[src/rtl/tt_lut_settled_if.sv]
// ---------------------------------------------------------------------------
// tt_lut_settled_if
// Bundles the logic inputs, the filtered output and the serial truth-table
// configuration port of tt_lut_settled.
//   in        : logic inputs, in[N_IN-1] is the MSB of the table index
//   out       : filtered gate output
//   out_valid : out reflects the current stable inputs and the active table
//   cfg_valid : configuration beat valid
//   cfg_ready : beat accepted when cfg_valid & cfg_ready
//   cfg_bit   : table bit, MSB first
//   cfg_last  : final beat of a load
//   cfg_done  : one-cycle pulse, new table committed
//   cfg_err   : one-cycle pulse, load aborted on a framing error
//   tt_active : readback of the active table
// master = stimulus side, slave = the gate itself.
// ---------------------------------------------------------------------------
interface tt_lut_settled_if #(
  parameter int N_IN = 3
);
  localparam int W = 1 << N_IN;

  logic [N_IN-1:0] in;
  logic            out;
  logic            out_valid;
  logic            cfg_valid;
  logic            cfg_ready;
  logic            cfg_bit;
  logic            cfg_last;
  logic            cfg_done;
  logic            cfg_err;
  logic [W-1:0]    tt_active;

  modport master (
    output in, cfg_valid, cfg_bit, cfg_last,
    input  out, out_valid, cfg_ready, cfg_done, cfg_err, tt_active
  );

  modport slave (
    input  in, cfg_valid, cfg_bit, cfg_last,
    output out, out_valid, cfg_ready, cfg_done, cfg_err, tt_active
  );
endinterface

[src/rtl/tt_lut_settled.sv]
// ---------------------------------------------------------------------------
// tt_lut_settled
// Reprogrammable N_IN-input truth-table gate with a settle filter on the
// inputs and a serial configuration port for loading a new table.
// Ports:
//   clk   : rising-edge clock
//   reset : asynchronous, active-high reset
//   bus   : tt_lut_settled_if slave (inputs, filtered output, config port)
// The output only updates once the inputs have been sampled identical for
// SETTLE consecutive edges; shorter glitches never reach the output.
// ---------------------------------------------------------------------------
module tt_lut_settled #(
  parameter int                    N_IN   = 3,
  parameter int                    SETTLE = 4,
  parameter logic [(1<<N_IN)-1:0]  INIT   = 8'hF6
) (
  input  logic              clk,
  input  logic              reset,
  tt_lut_settled_if.slave   bus
);

  localparam int W  = 1 << N_IN;
  localparam int CW = $clog2(SETTLE + 1);
  localparam int BW = $clog2(W + 1);

  typedef enum logic [1:0] {
    IDLE,
    LOAD,
    COMMIT
  } cfgState_t;

  // Settle filter state
  logic [N_IN-1:0] r_inQ;
  logic [CW-1:0]   r_cnt;
  logic            r_out;
  logic            r_outValid;

  // Configuration state
  cfgState_t       r_state;
  logic [W-1:0]    r_shadow;
  logic [BW-1:0]   r_beatCnt;
  logic [W-1:0]    r_ttActive;
  logic            r_cfgDone;
  logic            r_cfgErr;

  logic [N_IN-1:0] w_idx;
  logic [CW-1:0]   w_nextCnt;
  logic            w_ready;
  logic            w_accept;
  logic [BW-1:0]   w_beatInc;
  cfgState_t       w_nextState;
  logic [W-1:0]    w_shadowNext;
  logic [BW-1:0]   w_beatNext;
  logic            w_commit;
  logic            w_err;

  // Table bit W-1-v is selected; for an all-ones W-1 that is simply ~v.
  assign w_idx = ~bus.in;

  // A change restarts the run at 1 (this edge is the first sample of the
  // new value); otherwise count up and saturate at SETTLE.
  always_comb begin
    w_nextCnt = r_cnt;
    if (bus.in != r_inQ) begin
      w_nextCnt = CW'(1);
    end else if (r_cnt != CW'(SETTLE)) begin
      w_nextCnt = r_cnt + CW'(1);
    end
  end

  // While saturated the output is re-evaluated every edge, so a table
  // commit propagates to out one edge after tt_active changes.
  always_ff @(posedge clk or posedge reset) begin
    if (reset) begin
      r_inQ      <= '0;
      r_cnt      <= '0;
      r_out      <= 1'b0;
      r_outValid <= 1'b0;
    end else begin
      r_inQ <= bus.in;
      r_cnt <= w_nextCnt;
      if (w_nextCnt == CW'(SETTLE)) begin
        r_out      <= r_ttActive[w_idx];
        r_outValid <= 1'b1;
      end else begin
        r_outValid <= 1'b0;
      end
    end
  end

  assign w_ready   = (r_state != COMMIT);
  assign w_accept  = bus.cfg_valid & w_ready;
  assign w_beatInc = r_beatCnt + BW'(1);

  // Config FSM next state. A load is exactly W beats with cfg_last on the
  // final one; any other framing aborts, clears the shadow and returns to
  // IDLE so the next accepted beat starts over as beat 1.
  always_comb begin
    w_nextState  = r_state;
    w_shadowNext = r_shadow;
    w_beatNext   = r_beatCnt;
    w_commit     = 1'b0;
    w_err        = 1'b0;
    case (r_state)
      IDLE: begin
        if (w_accept) begin
          if (bus.cfg_last) begin
            w_err        = 1'b1;
            w_shadowNext = '0;
            w_beatNext   = '0;
          end else begin
            w_shadowNext = {r_shadow[W-2:0], bus.cfg_bit};
            w_beatNext   = BW'(1);
            w_nextState  = LOAD;
          end
        end
      end
      LOAD: begin
        if (w_accept) begin
          w_shadowNext = {r_shadow[W-2:0], bus.cfg_bit};
          w_beatNext   = w_beatInc;
          if (w_beatInc == BW'(W)) begin
            if (bus.cfg_last) begin
              w_beatNext  = '0;
              w_nextState = COMMIT;
            end else begin
              w_err = 1'b1;
            end
          end else if (bus.cfg_last) begin
            w_err = 1'b1;
          end
          if (w_err) begin
            w_shadowNext = '0;
            w_beatNext   = '0;
            w_nextState  = IDLE;
          end
        end
      end
      COMMIT: begin
        w_commit    = 1'b1;
        w_beatNext  = '0;
        w_nextState = IDLE;
      end
      default: begin
        w_nextState  = IDLE;
        w_shadowNext = '0;
        w_beatNext   = '0;
      end
    endcase
  end

  // Config registers. cfg_done is registered so it rises together with
  // the new tt_active value.
  always_ff @(posedge clk or posedge reset) begin
    if (reset) begin
      r_state    <= IDLE;
      r_shadow   <= '0;
      r_beatCnt  <= '0;
      r_ttActive <= INIT;
      r_cfgDone  <= 1'b0;
      r_cfgErr   <= 1'b0;
    end else begin
      r_state   <= w_nextState;
      r_shadow  <= w_shadowNext;
      r_beatCnt <= w_beatNext;
      r_cfgDone <= w_commit;
      r_cfgErr  <= w_err;
      if (w_commit) begin
        r_ttActive <= r_shadow;
      end
    end
  end

  assign bus.out       = r_out;
  assign bus.out_valid = r_outValid;
  assign bus.cfg_ready = w_ready;
  assign bus.cfg_done  = r_cfgDone;
  assign bus.cfg_err   = r_cfgErr;
  assign bus.tt_active = r_ttActive;

endmodule
[src/flat_wrapper.sv]
// flat-port wrapper written by rule: the top's interface ports become plain ports
module tt_lut_settled_flat 
#(
  parameter int                    N_IN   = 3,
  parameter int                    SETTLE = 4,
  parameter logic [(1<<N_IN)-1:0]  INIT   = 8'hF6
)
  (clk, reset, bus_in, bus_cfg_valid, bus_cfg_bit, bus_cfg_last, bus_out, bus_out_valid, bus_cfg_ready, bus_cfg_done, bus_cfg_err, bus_tt_active);
  tt_lut_settled_if #(.N_IN(N_IN)) bus_i ();
  input  logic clk;
  input  logic reset;
  input wire logic [$bits(bus_i.in)-1:0] bus_in;
  input wire logic [$bits(bus_i.cfg_valid)-1:0] bus_cfg_valid;
  input wire logic [$bits(bus_i.cfg_bit)-1:0] bus_cfg_bit;
  input wire logic [$bits(bus_i.cfg_last)-1:0] bus_cfg_last;
  output wire logic [$bits(bus_i.out)-1:0] bus_out;
  output wire logic [$bits(bus_i.out_valid)-1:0] bus_out_valid;
  output wire logic [$bits(bus_i.cfg_ready)-1:0] bus_cfg_ready;
  output wire logic [$bits(bus_i.cfg_done)-1:0] bus_cfg_done;
  output wire logic [$bits(bus_i.cfg_err)-1:0] bus_cfg_err;
  output wire logic [$bits(bus_i.tt_active)-1:0] bus_tt_active;
  assign bus_i.in = bus_in;
  assign bus_i.cfg_valid = bus_cfg_valid;
  assign bus_i.cfg_bit = bus_cfg_bit;
  assign bus_i.cfg_last = bus_cfg_last;
  assign bus_out = bus_i.out;
  assign bus_out_valid = bus_i.out_valid;
  assign bus_cfg_ready = bus_i.cfg_ready;
  assign bus_cfg_done = bus_i.cfg_done;
  assign bus_cfg_err = bus_i.cfg_err;
  assign bus_tt_active = bus_i.tt_active;
  tt_lut_settled #(.N_IN(N_IN), .SETTLE(SETTLE), .INIT(INIT)) u_core (.clk(clk), .reset(reset), .bus(bus_i));
endmodule
[config.mk]
export PLATFORM = sky130hd
export DESIGN_NAME = tt_lut_settled_flat
export DESIGN_NICKNAME = d
export VERILOG_FILES = /design/src/rtl/tt_lut_settled_if.sv /design/src/rtl/tt_lut_settled.sv /design/src/flat_wrapper.sv
export SDC_FILE = /design/constraint.sdc
export NUM_CORES = 1
export LEC_CHECK = 0
export ABC_AREA = 1
export BUFFER_PORTS_ARGS = -buffer_cell sky130_fd_sc_hd__buf_2
export CORE_AREA = 2 2 61 63
export DETAILED_ROUTE_END_ITERATION = 10
export DIE_AREA = 0 0 63 65
export SYNTH_ARGS = -nofsm -noshare
export SYNTH_HDL_FRONTEND = slang
export SYNTH_SLANG_ARGS = --single-unit
[constraint.sdc]
create_clock -name clk -period 4.17 [get_ports clk]
set_input_delay 0.2085 -clock clk [delete_from_list [all_inputs] [get_ports clk]]
set_output_delay 0.2085 -clock clk [all_outputs]
set_load 0.02 [all_outputs]
# Yosys cells after proc, flatten, opt, wreduce, memory -nomap -nowiden
# Cells that the tools add are included.
[word_totals]
word_cells = 65
ff_bits = 32
output_inout_bits = 13
[classes]
bitwise_logic = 3
magnitude_cmp = 1
reduce_logical = 4
eq_ne = 12
n_addsub = 2
muxes = 33
[op_table]
columns = ["op", "count"]
rows = [
  ["8-bit two-way mux", 4],
  ["8-bit one-hot mux with 3 select lines", 1],
  ["4-bit two-way mux", 5],
  ["2-bit two-way mux", 6],
  ["1-bit two-way mux", 11],
  ["4-bit one-hot mux with 2 select lines", 1],
  ["3-bit two-way mux", 2],
  ["5-bit AND reduction", 1],
  ["4-bit by 1-bit adder with 4-bit output, second input constant", 1],
  ["4-bit equality test, second input constant", 1],
  ["3-bit by 4-bit < comparator with 1-bit output, second input constant", 1],
  ["2-bit by 1-bit inequality test with 1-bit output, second input constant", 2],
  ["2-bit inequality test, second input constant", 2],
  ["2-bit one-hot mux with 2 select lines", 1],
  ["3-bit by 1-bit adder with 3-bit output, second input constant", 1],
  ["1-bit binary-select mux with 3-bit select", 1],
  ["3-bit equality test, second input constant", 1],
  ["3-bit by 1-bit inequality test with 1-bit output, second input constant", 1],
  ["3-bit by 2-bit inequality test with 1-bit output, second input constant", 1],
  ["3-bit inequality test", 1],
  ["3-bit inequality test, second input constant", 1],
  ["3-bit NOT", 1],
  ["3-bit AND reduction", 1],
  ["2-bit by 1-bit equality test with 1-bit output, second input constant", 1],
  ["other kinds (6)", 6],
]

# Depth between registers and ports, before layout
[logic_depth]
word_depth = 8
mapped_depth = 11
depth_no_buf = 11

# Worst setup path before layout
# OpenSTA, ideal clock, no wires.
[synth_timing]
path_kind = "register to register"
from = "register u_core.r_beatCnt[0]"
to = "register u_core.r_shadow[1]"
period_less_slack_ns = 1.390
stages_incl_launch_ff = 10
arrival_time_ns = 1.272
n_path_buf = 0
slack_ns = 2.780
path_cell_list = "dfrtp_1 ha_1 nand2_2 nand2_2 nor2_4 nand3_1 nand3_4 nand2_4 nand3_1 nand2_1"
[synth_between]
elab_chain_cells = 8
[synth_rtl]
columns = ["element", "line", "rtl"]
rows = [
  ["start: declaration", "tt_lut_settled.sv:41", "logic [BW-1:0] r_beatCnt;"],
  ["start signal: assignment", "tt_lut_settled.sv:165", "r_beatCnt <= w_beatNext;"],
  ["4-bit by 1-bit adder with 4-bit output", "tt_lut_settled.sv:93", "assign w_beatInc = r_beatCnt + BW'(1);"],
  ["4-bit equality test", "tt_lut_settled.sv:122", "if (w_beatInc == BW'(W)) begin"],
  ["1-bit two-way mux", "tt_lut_settled.sv:122", ""],
  ["1-bit two-way mux", "tt_lut_settled.sv:119", "if (w_accept) begin"],
  ["1-bit two-way mux", "tt_lut_settled.sv:104", "case (r_state)"],
  ["8-bit two-way mux", "tt_lut_settled.sv:132", "if (w_err) begin"],
  ["8-bit two-way mux", "tt_lut_settled.sv:119", ""],
  ["8-bit one-hot mux with 3 select lines", "tt_lut_settled.sv:104", ""],
  ["end signal: assignment", "tt_lut_settled.sv:164", "r_shadow <= w_shadowNext;"],
  ["end: declaration", "tt_lut_settled.sv:40", "logic [W-1:0] r_shadow;"],
]
# Every way passes these cells. The select of a mux whose other input is x is not followed.
# A chain may end at the register's enable or synchronous reset.

# Worst setup path after layout
[layout_timing]
from = "register u_core.r_state[1]"
to = "output bus_cfg_ready"
[layout_between]
elab_chain_cells = 1
[layout_rtl]
columns = ["element", "line", "rtl"]
rows = [
  ["start: declaration", "tt_lut_settled.sv:39", "cfgState_t r_state;"],
  ["start signal: assignment", "tt_lut_settled.sv:163", "r_state <= w_nextState;"],
  ["2-bit inequality test", "tt_lut_settled.sv:91", "assign w_ready = (r_state != COMMIT);"],
  ["end: declaration", "flat_wrapper.sv:18", "output wire logic [$bits(bus_i.cfg_ready)-1:0] bus_cfg_ready;"],
]
# Every way passes these cells.

==> summary.md <==
| Metric | Value |
|---|---|
| Layout cell share with drive strength beyond 1 | `0.2400` |
| Drt initial violations | `35` |
| PwrDens | `366.2 nW/um2` |
| CP Launch Type | `flop` |
| Seq/Total Area, Yosys | `0.5374` |
| Syn_nets | `183` |
| IO buf count | `20` |
| Syn. warnings | `0` |
| Reg2Reg Depth | `6` |
| Final setup fails | `0` |
| Worst relative slew slack | `0.5582` |
| IO Pins | `21` |
| CTS tree | `built` |
| Reg power frac | `0.549` |
| Crit path DAT | `1.72 ns` |
| Global-route total usage across every layer | `0.1517` |
| First-pass GRT wire length | `4761 um` |
| Top post-synthesis cells by area | `dfrtp_1, nand2_1, dfstp_2` |
| Slew Limit Fails | `0` |
| VDD IR-drop max | `0.2231 mV` |
| Placed cells | `239` |
| Hold WC Path Type | `in2reg` |
| Vias in the first global route | `1099` |
| Synth area leader | `dfrtp_1` |
| Clock-pin slew on the worst setup and hold paths | `0.09 ns` |
| H-tree levels | `2` |
| Routability cong. | `0.7651` |
| Residual DRC | `0` |
| Number of buffers created by CTS | `5` |
| Hold Crit Depth | `1` |
| RSZ-0062 raised after global routing | `false` |
| Comb pwr share | `0.170` |
| Die H | `65 um` |
| Min Hold Slack | `0.03497 ns` |
| ANT nets after route | `0` |
| Max-Cap Viols | `0` |
| Syn Area/Cell | `8.795 um2` |
| Mapped Cells | `171` |
| Critical Path RT | `3.96 ns` |
| Setup CP Type | `reg2out` |
| Yosys reg bits | `32` |
| Fin crit period | `1.932 ns` |
| Layout Cells excl Fill | `248` |
| Pint | `0.4475 mW` |
| Die Wd | `63 um` |
| Drt total wl | `2752 um` |
| Antenna cells | `0` |
| Via count | `1158` |
| Area grow syn2layout | `15.56%` |
| Netlist Area Pre-Place | `1504 um2` |
| Busiest metal layer after global routing | `met2` |
| Mean number of vias per cell | `4.669` |
| GR Overflow Total | `0` |
| GR Util met3 | `0.04340` |
| Initial core utilization | `0.4302` |
| Met2 usage | `0.2540` |
| Postcts setup bufs | `0` |
| P_leak | `0.9255 nW` |
| Post_cts resized | `0` |
| Crit path max fanout | `12` |
| Initial antenna violation count | `0` |
| Core area | `3496 um2` |
| Routed wire per std cell | `11.10 um` |
| Count of unique library cells instantiated by Yosys | `25` |
| Drt pass-1 iters | `4` |
| Met1 Use GR | `0.1820` |
| Root Driver | `clkbuf_4` |
| Max clock buf depth | `2` |
| Layout net count | `211` |
| Switching power of the nets | `0.1890 mW` |
| DPL Wire Length | `2102 um` |
| Sw Ratio | `0.2969` |
| Synth top area share | `0.4326` |
| Final Hold Vio Count | `0` |
| Row count | `22` |
| Clk pwr share | `0.281` |
| CP Capture Type | `primary output` |
| DIE AREA | `4095 um2` |
| Clock sink count | `32` |
| Fmax | `0.5175 GHz` |
| Worst skew pair latency | `0.33 ns` |
| Setup TNS | `0 ns` |
| Largest net degree at the start of global routing | `33` |
| Outcome | `finished, final reports clean` |
| Final period utilization | `0.4634` |
| Worst-Margin Slew | `0.6603 ns` |
| Clock Skews | `0.006339 ns` |
[repair_timing]
item                       CTS  global route
setup endpoints to repair    0             0
hold endpoints to repair    26             0
hold buffers                 1             0
[cell usage in the layout, fill, tap and decap left out, types with 2 or more instances in the layout]
master,n
o21ai_0,13
inv_1,18
xor2_1,4
clkinv_2,2
ha_1,4
inv_2,3
nand2_1,54
nand2_2,2
nand3_1,12
buf_2,20
dfrtp_1,26
nand2_4,3
nand4_1,3
nor3_1,2
a21oi_1,2
dfstp_2,6
clkbuf_4,5
nor2_1,9
[final cells by class]
class	count	area, um2
Multi-Input combinational cell	117	611.8
Clock buffer	6	51.30
Sequential cell	32	808.3
Inverter	21	78.83
Clock inverter	2	10.01
Fill cell	350	1758
Timing Repair Buffer	22	117.6
Tap cell	48	60.06
[path summary, 6_finish.rpt]
path | startpoint | end | slack, ns
worst max-delay path | u_core.r_state[1] | bus_cfg_ready | 2.24
worst min-delay path | bus_in[2] | u_core.r_inQ[2] | 0.03
worst max register to register | u_core.r_state[1] | u_core.r_shadow[5] | 2.50
worst min register to register | u_core.bus.tt_active[6] | u_core.bus.tt_active[6] | 0.48
max in group asynchronous | reset | u_core.bus.tt_active[6] | 3.36
min in group asynchronous | reset | u_core.r_cnt[2] | 0.49
[cell families (layout without fill, tap and decap cells)]
family / count (synthesis) / after routing / share of synthesized area
buf+inv: 22 / 51 / 0.05573
fa+ha+maj: 4 / 4 / 0.03328
xor+xnor: 4 / 4 / 0.02329
simple gates: 90 / 90 / 0.2812
flops: 32 / 32 / 0.5374
compound gates: 19 / 19 / 0.06906
[synthesized netlist by cell type]
cell / number
a21oi_1: 2
a31oi_1: 1
buf_2: 1
dfrtp_1: 26
dfstp_2: 6
ha_1: 4
inv_1: 18
inv_2: 3
nand2_1: 54
nand2_2: 2
nand2_4: 3
nand3_1: 12
nand3_4: 1
nand4_1: 3
nor2_1: 9
nor2_2: 1
nor2_4: 1
nor3_1: 2
nor3_2: 1
o2111ai_1: 1
o211ai_1: 1
o21ai_0: 13
o22ai_1: 1
or2_2: 1
xor2_1: 4
[power groups by stage]
stage | combinational [mW] | sequential (mW) | clock [mW]
final | 0.108 | 0.350 | 0.179
after global routing | 0.124 | 0.352 | 0.204
after CTS | 0.111 | 0.349 | 0.188
after detailed placement | 0.109 | 0.355 | 0
after global placement | 0.107 | 0.355 | 0
after floorplan | 0.0790 | 0.354 | 0
[worst max-delay path, cell delays in order (launching register included)]
cell and delay, ns:
dfrtp_1 0.44, inv_2 0.07, nor2_1 0.51, inv_2 0.17, buf_2 0.21
[layer usage]
layer / wire length [um] / part of all wire / vias to the layer above
met2: 1328 / 0.48 / 16
met3: 108 / 0.039 / 5
met5: 0 / 0 / -
met1: 1279 / 0.46 / 536
li1: - / - / 601
met4: 35 / 0.013 / 0
[sequential cells by signal, summed over array words and instances, names as in the netlist]
signal	flops
u_core.r_state	2
u_core.r_beatCnt	4
u_core.bus.tt_active	8
u_core.bus.out_valid	1
u_core.r_inQ	3
u_core.r_cnt	3
u_core.r_shadow	8
u_core.bus.out	1
u_core.bus.cfg_done	1
u_core.bus.cfg_err	1
[per-stage QoR]
| step | power (mW) | setup slack [ns] | util | instance area (um2) |
|---|---|---|---|---|
| detailed placement | 0.4643 | 2.515 | 0.4767 | 1667 |
| CTS | 0.6483 | 2.213 | 0.4971 | 1738 |
| floorplan | 0.4330 | 2.780 | - | 1504 |
| finish | 0.6365 | 2.238 | 0.4971 | 1738 |
| global route | 0.6801 | 2.083 | 0.4971 | 1738 |
| global placement | 0.4617 | 2.633 | 0.4767 | 1667 |
Power figures use the tool's default switching activity.
